--- config.mk ---
export PLATFORM = sky130hd
export DESIGN_NAME = serializer
export DESIGN_NICKNAME = d
export VERILOG_FILES = /design/src/rtl/serializer.sv
export SDC_FILE = /design/constraint.sdc
export NUM_CORES = 1
export LEC_CHECK = 0
export CAP_MARGIN = 20
export CELL_PAD_IN_SITES_DETAIL_PLACEMENT = 0
export CELL_PAD_IN_SITES_GLOBAL_PLACEMENT = 1
export CORE_MARGIN = 4
export CORE_UTILIZATION = 40
export CTS_CLUSTER_DIAMETER = 80
export DETAILED_ROUTE_END_ITERATION = 8
export PLACE_DENSITY_LB_ADDON = 0.2
export SETUP_SLACK_MARGIN = 0.1
export SKIP_LAST_GASP = 1
export SYNTH_ARGS = -nofsm -noshare
export SYNTH_HDL_FRONTEND = slang
export SYNTH_SLANG_ARGS = --single-unit
--- constraint.sdc ---
create_clock -name clock_10 -period 2.55 [get_ports clock_10]
set_input_delay 0.255 -clock clock_10 [delete_from_list [all_inputs] [get_ports clock_10]]
set_output_delay 0.255 -clock clock_10 [all_outputs]
set_load 0.05 [all_outputs]
--- src/rtl/serializer.sv ---
// rtl/serializer.sv - queue-draining MSB-first bit serializer with per-bit write/ack handshake
// Optional: define SERIALIZER_PARITY_EN to append an even-parity bit after each word.
module serializer #(
  parameter int WIDTH = 8,
  parameter int LEN_W = 8
) (
  input  logic             clock_10,
  input  logic             reset,
  input  logic [LEN_W-1:0] len_in,
  input  logic [WIDTH-1:0] data_in,
  output logic             deq_out,
  output logic             data_out,
  output logic             write_out,
  input  logic             ack_in,
  output logic             busy_out
);

  localparam int CNT_W = $clog2(WIDTH + 1);
  localparam logic [CNT_W-1:0] LAST_DATA_BIT = CNT_W'(WIDTH - 1);
`ifdef SERIALIZER_PARITY_EN
  localparam logic [CNT_W-1:0] PARITY_BIT = CNT_W'(WIDTH);
`endif

  typedef enum logic [1:0] {
    IDLE  = 2'd0,
    LOAD  = 2'd1,
    SHIFT = 2'd2,
    LAST  = 2'd3
  } state_t;

  state_t           state_q, state_d;
  logic [WIDTH-1:0] shift_q, shift_d;
  logic [CNT_W-1:0] cnt_q, cnt_d;
  logic             deq_q, deq_d;
  logic             data_q, data_d;
  logic             write_q, write_d;
  logic             busy_q, busy_d;
`ifdef SERIALIZER_PARITY_EN
  logic             par_q, par_d;
`endif

  // State, datapath and every output are registered together so outputs never glitch.
  always_ff @(posedge clock_10 or negedge reset) begin
    if (!reset) begin
      state_q <= IDLE;
      shift_q <= '0;
      cnt_q   <= '0;
      deq_q   <= 1'b0;
      data_q  <= 1'b0;
      write_q <= 1'b0;
      busy_q  <= 1'b0;
`ifdef SERIALIZER_PARITY_EN
      par_q   <= 1'b0;
`endif
    end else begin
      state_q <= state_d;
      shift_q <= shift_d;
      cnt_q   <= cnt_d;
      deq_q   <= deq_d;
      data_q  <= data_d;
      write_q <= write_d;
      busy_q  <= busy_d;
`ifdef SERIALIZER_PARITY_EN
      par_q   <= par_d;
`endif
    end
  end

  // Next-state and next-output logic; deq is a strobe so it defaults low every cycle.
  always_comb begin
    state_d = state_q;
    shift_d = shift_q;
    cnt_d   = cnt_q;
    deq_d   = 1'b0;
    data_d  = data_q;
    write_d = write_q;
    busy_d  = busy_q;
`ifdef SERIALIZER_PARITY_EN
    par_d   = par_q;
`endif
    case (state_q)
      IDLE: begin
        write_d = 1'b0;
        busy_d  = 1'b0;
        data_d  = 1'b0;
        cnt_d   = '0;
        if (len_in != '0) begin
          // Pop the head word and capture it on the same edge.
          deq_d   = 1'b1;
          shift_d = data_in;
          busy_d  = 1'b1;
          state_d = LOAD;
`ifdef SERIALIZER_PARITY_EN
          par_d   = ^data_in;
`endif
        end
      end
      LOAD: begin
        busy_d  = 1'b1;
        data_d  = shift_q[WIDTH-1];
        write_d = 1'b1;
        cnt_d   = '0;
        state_d = SHIFT;
      end
      SHIFT: begin
        // Bit advances only on an accepted handshake; otherwise hold data and write.
        if (write_q && ack_in) begin
          cnt_d   = cnt_q + 1'b1;
          shift_d = {shift_q[WIDTH-2:0], 1'b0};
          data_d  = shift_q[WIDTH-2];
`ifdef SERIALIZER_PARITY_EN
          if (cnt_q == LAST_DATA_BIT) begin
            data_d = par_q;
          end else if (cnt_q == PARITY_BIT) begin
            data_d  = 1'b0;
            write_d = 1'b0;
            state_d = LAST;
          end
`else
          if (cnt_q == LAST_DATA_BIT) begin
            data_d  = 1'b0;
            write_d = 1'b0;
            state_d = LAST;
          end
`endif
        end
      end
      LAST: begin
        write_d = 1'b0;
        busy_d  = 1'b0;
        data_d  = 1'b0;
        cnt_d   = '0;
        state_d = IDLE;
      end
      default: begin
        state_d = IDLE;
      end
    endcase
  end

  assign deq_out   = deq_q;
  assign data_out  = data_q;
  assign write_out = write_q;
  assign busy_out  = busy_q;

endmodule

==> implementation parameters <==
Parameter                              Value

Status
  Status    complete, no violations

GRT
  Maximum number of pins on one net before global-route repair    19
  Via count of the first global-routing pass    758
  Antenna violations before repair    0
  Global router's overall resource usage    13.2%
  Overflow after GRT    0
  First-pass GRT wire length    3450 um

Die
  Die Width    58.3 um
  Die footprint    3400 um^2
  Core footprint    2320 um^2
  Initial core utilization    43.7%
  Die extent in y    58.3 um
  # rows    17
  Top-level port count    23

Critical path
  CP Data Required Time    2300 ps
  Type of the worst setup path    flop to primary output
  Slowest library cell on the worst path    sky130_fd_sc_hd__clkdlybuf4s50_1
  Max stage delay on crit path    850 ps
  Data arrival, critical path    1650 ps
  Category of cells accounting for the largest share of critical-path delay    buffers and inverters
  Startpoint class of the critical path    flop
  Nature of the critical path endpoint    primary output
  Cell breakdown of the critical path    clkdlybuf4s50_1
  Critical path origin    write_out
  Buffers & Inverters on Critical Path    1
  Maximum fanout encountered on the critical timing path    7
  Launch point of the worst reg-to-reg path    state_q[0]

Cells and area
  Number of diodes added for antenna fixing    0
  Syn-to-layout area delta    27.3%
  Final layout net count    142
  Core Util, Final    55.6%
  Ratio of cells with drive above 1 in the final layout    17.9%
  Filler Cells Inserted    218
  Area used by sequential logic in the layout    450 um^2
  Non-Filler Cell Area, Final    1290 um^2
  Combined area of the multi-input logic cells    524 um^2
  Number of cells in the finished layout apart from fillers    145

Yosys
  Synth top area cells    sky130_fd_sc_hd__dfrtp_1, sky130_fd_sc_hd__ha_1, sky130_fd_sc_hd__mux2i_1
  Post-synthesis instance area    1010 um^2
  Area share of xor/xnor cells in the synthesized design    2.60%
  Dominant combinational cell family by area after synthesis    simple AND/OR/NAND/NOR gates
  Area fraction in and, or, nand and nor cells after synthesis    19.5%
  Net Count, Synth    117
  Mux share of post-synthesis cell area    7.05%
  Synthesized flop and latch total    18
  Share of synthesized cell area in full adder, half adder and majority cells    6.18%
  Synth Area in Compound Gates    16.4%
  Warnings from Yosys    0
  Mean Syn Cell Area    10.9 um^2
  Most area-hungry cell type in the Yosys netlist    sky130_fd_sc_hd__dfrtp_1
  Post-Syn Instances    93
  Area fraction of the dominant cell type after synthesis    44.5%
  Unique cell type count in the Yosys netlist    28
  Proportion of synthesized chip area in sequential cells    44.5%

Routing
  Detail Route Antenna Nets    0
  Via density per instance    5.03
  Routed len/inst    13.3 um
  Total Wirelength    1930 um
  Pre-antenna DRT Iters    4
  Vias after detailed routing    730
  Number of DRC violations after detailed-routing iteration 0    14
  Remaining design rule violation count    0

Timing
  Max-Slew Margin vs Limit    45.2%
  Total Neg Setup Slack    0 ps
  Clock Skews    0.959 ps
  Minimum period implied by the final worst setup slack    1910 ps
  Highest Clock Rate    525 MHz
  Number of setup violations in the final report    0
  Fin. Hold Viols    0
  Final worst-path cycle share    74.7%
  Transition time at the pin with the least slew margin    820 ps
  Post-route setup slack    645 ps
  Max-slew violations    0
  Worst hold slack after final layout    412 ps
  Setup repair after global routing missed its margin    no

Clocking
  Clk sink count    18
  H-tree depth reported by CTS    1
  Count of instances resized after the clock tree is built    0
  CTS buffer count    3
  Clock slew at reported path FFs    110 ps
  Post CTS Setup Buffer Count    0
  Number of buffers inserted for hold repair after clock tree synthesis    0
  CTS tree    yes
  Clock latency on the worst-skew pair    300 ps
  Number of buffers between clock root and the deepest sink    2
  Root buffer cell    sky130_fd_sc_hd__clkbuf_4

Power and ir drop
  Ratio of total power to cell area    1080 nW/um^2
  Post-layout total power    1.39 mW
  Peak supply drop    0.526 mV
  LEAKAGE    0.504 nW

Hold path
  Min-Delay Path Class    primary input to asynchronous set/reset pin

Place
  Placer's final routability congestion estimate    0.681
  Cells after DPL    141
  Worst slack after detailed placement    704 ps
  Half-perimeter wire length after placement    1420 um
  Port bufs    22
  Cell area after placement    1250 um^2

Run
  Maximum Capacitance Violations    0
-- registers in the layout, summed over array words and instances, names as in the netlist --
| name | flops |
|---|---|
| shift_q | 8 |
| busy_out | 1 |
| deq_out | 1 |
| cnt_q | 4 |
| write_out | 1 |
| state_q | 2 |
| data_out | 1 |
-- Yosys cell counts, drive strengths merged --
master,instances
a21boi,1
a21oi,11
a311oi,1
a31o,1
a31oi,1
a32oi,1
and2,4
buf,2
clkbuf,1
dfrtp,18
ha,5
inv,4
mux2,1
mux2i,6
nand2,8
nand2b,3
nand3,5
nand4b,1
nor2,10
nor4,2
o21ai,4
xnor2,3
-- logic make-up after synthesis --
logic type	after synthesis
DFF	18
xor gates and xnor gates	3
buffers and inverters	7
muxes	7
adders and majority gates	5
AOI/OAI and AO/OA	20
and+or+nand+nor	33
-- worst reg2reg max path: cells and delay by family, from the launching register on --
| kind | cells | cell delay [ps] |
|---|---|---|
| flops | 1 | 420 |
| compound gates | 2 | 690 |
| simple gates | 2 | 300 |
| buf+inv | 1 | 100 |
| fa+ha+maj | 1 | 240 |
-- worst paths after layout --
check / endpoint / slack, ps / cells after the start
min in group clock_10: busy_out / 500 / 2
worst max register to register: shift_q[7] / 740 / 6
worst min-delay path: busy_out / 410 / 1
worst max-delay path: write_out / 640 / 1
max in group asynchronous: cnt_q[3] / 1630 / 1
worst min register to register: busy_out / 500 / 2
-- per-layer routing --
layer	part of all wire, %	vias to the layer above	GRT usage (%)
met1	42	338	15.5
li1	-	366	-
met2	48	21	22.0
met5	0	-	0
met4	2.5	0	6.95
met3	7.9	5	3.51
-- where the power goes --
group / internal (mW) / switching [mW]
sequential: 0.399 / 0.0750
clock: 0.0872 / 0.0954
combinational: 0.313 / 0.425
total: 0.799 / 0.595
-- layout by cell type, fill, tap and decap left out, drive strengths merged --
cell type	instances
clkdlybuf4s50	22
dfrtp	18
a21oi	11
nor2	10
nand2	8
mux2i	6
ha	5
nand3	5
inv	4
and2	4
clkbuf	4
o21ai	4
nand2b	3
xnor2	3
nor4	2
a32oi	1
a31oi	1
nand4b	1
a311oi	1
a21boi	1
mux2	1
a31o	1
buf	1
-- layout make-up --
class | count | share of cell area, %
multi-input combinational | 68 | 40.7
sequential | 18 | 35.0
timing repair buffer | 23 | 17.7
inverter | 4 | 1.17
clock buffer | 4 | 2.82
tap | 28 | 2.72
Note: power is estimated with default switching activity, not from simulation.
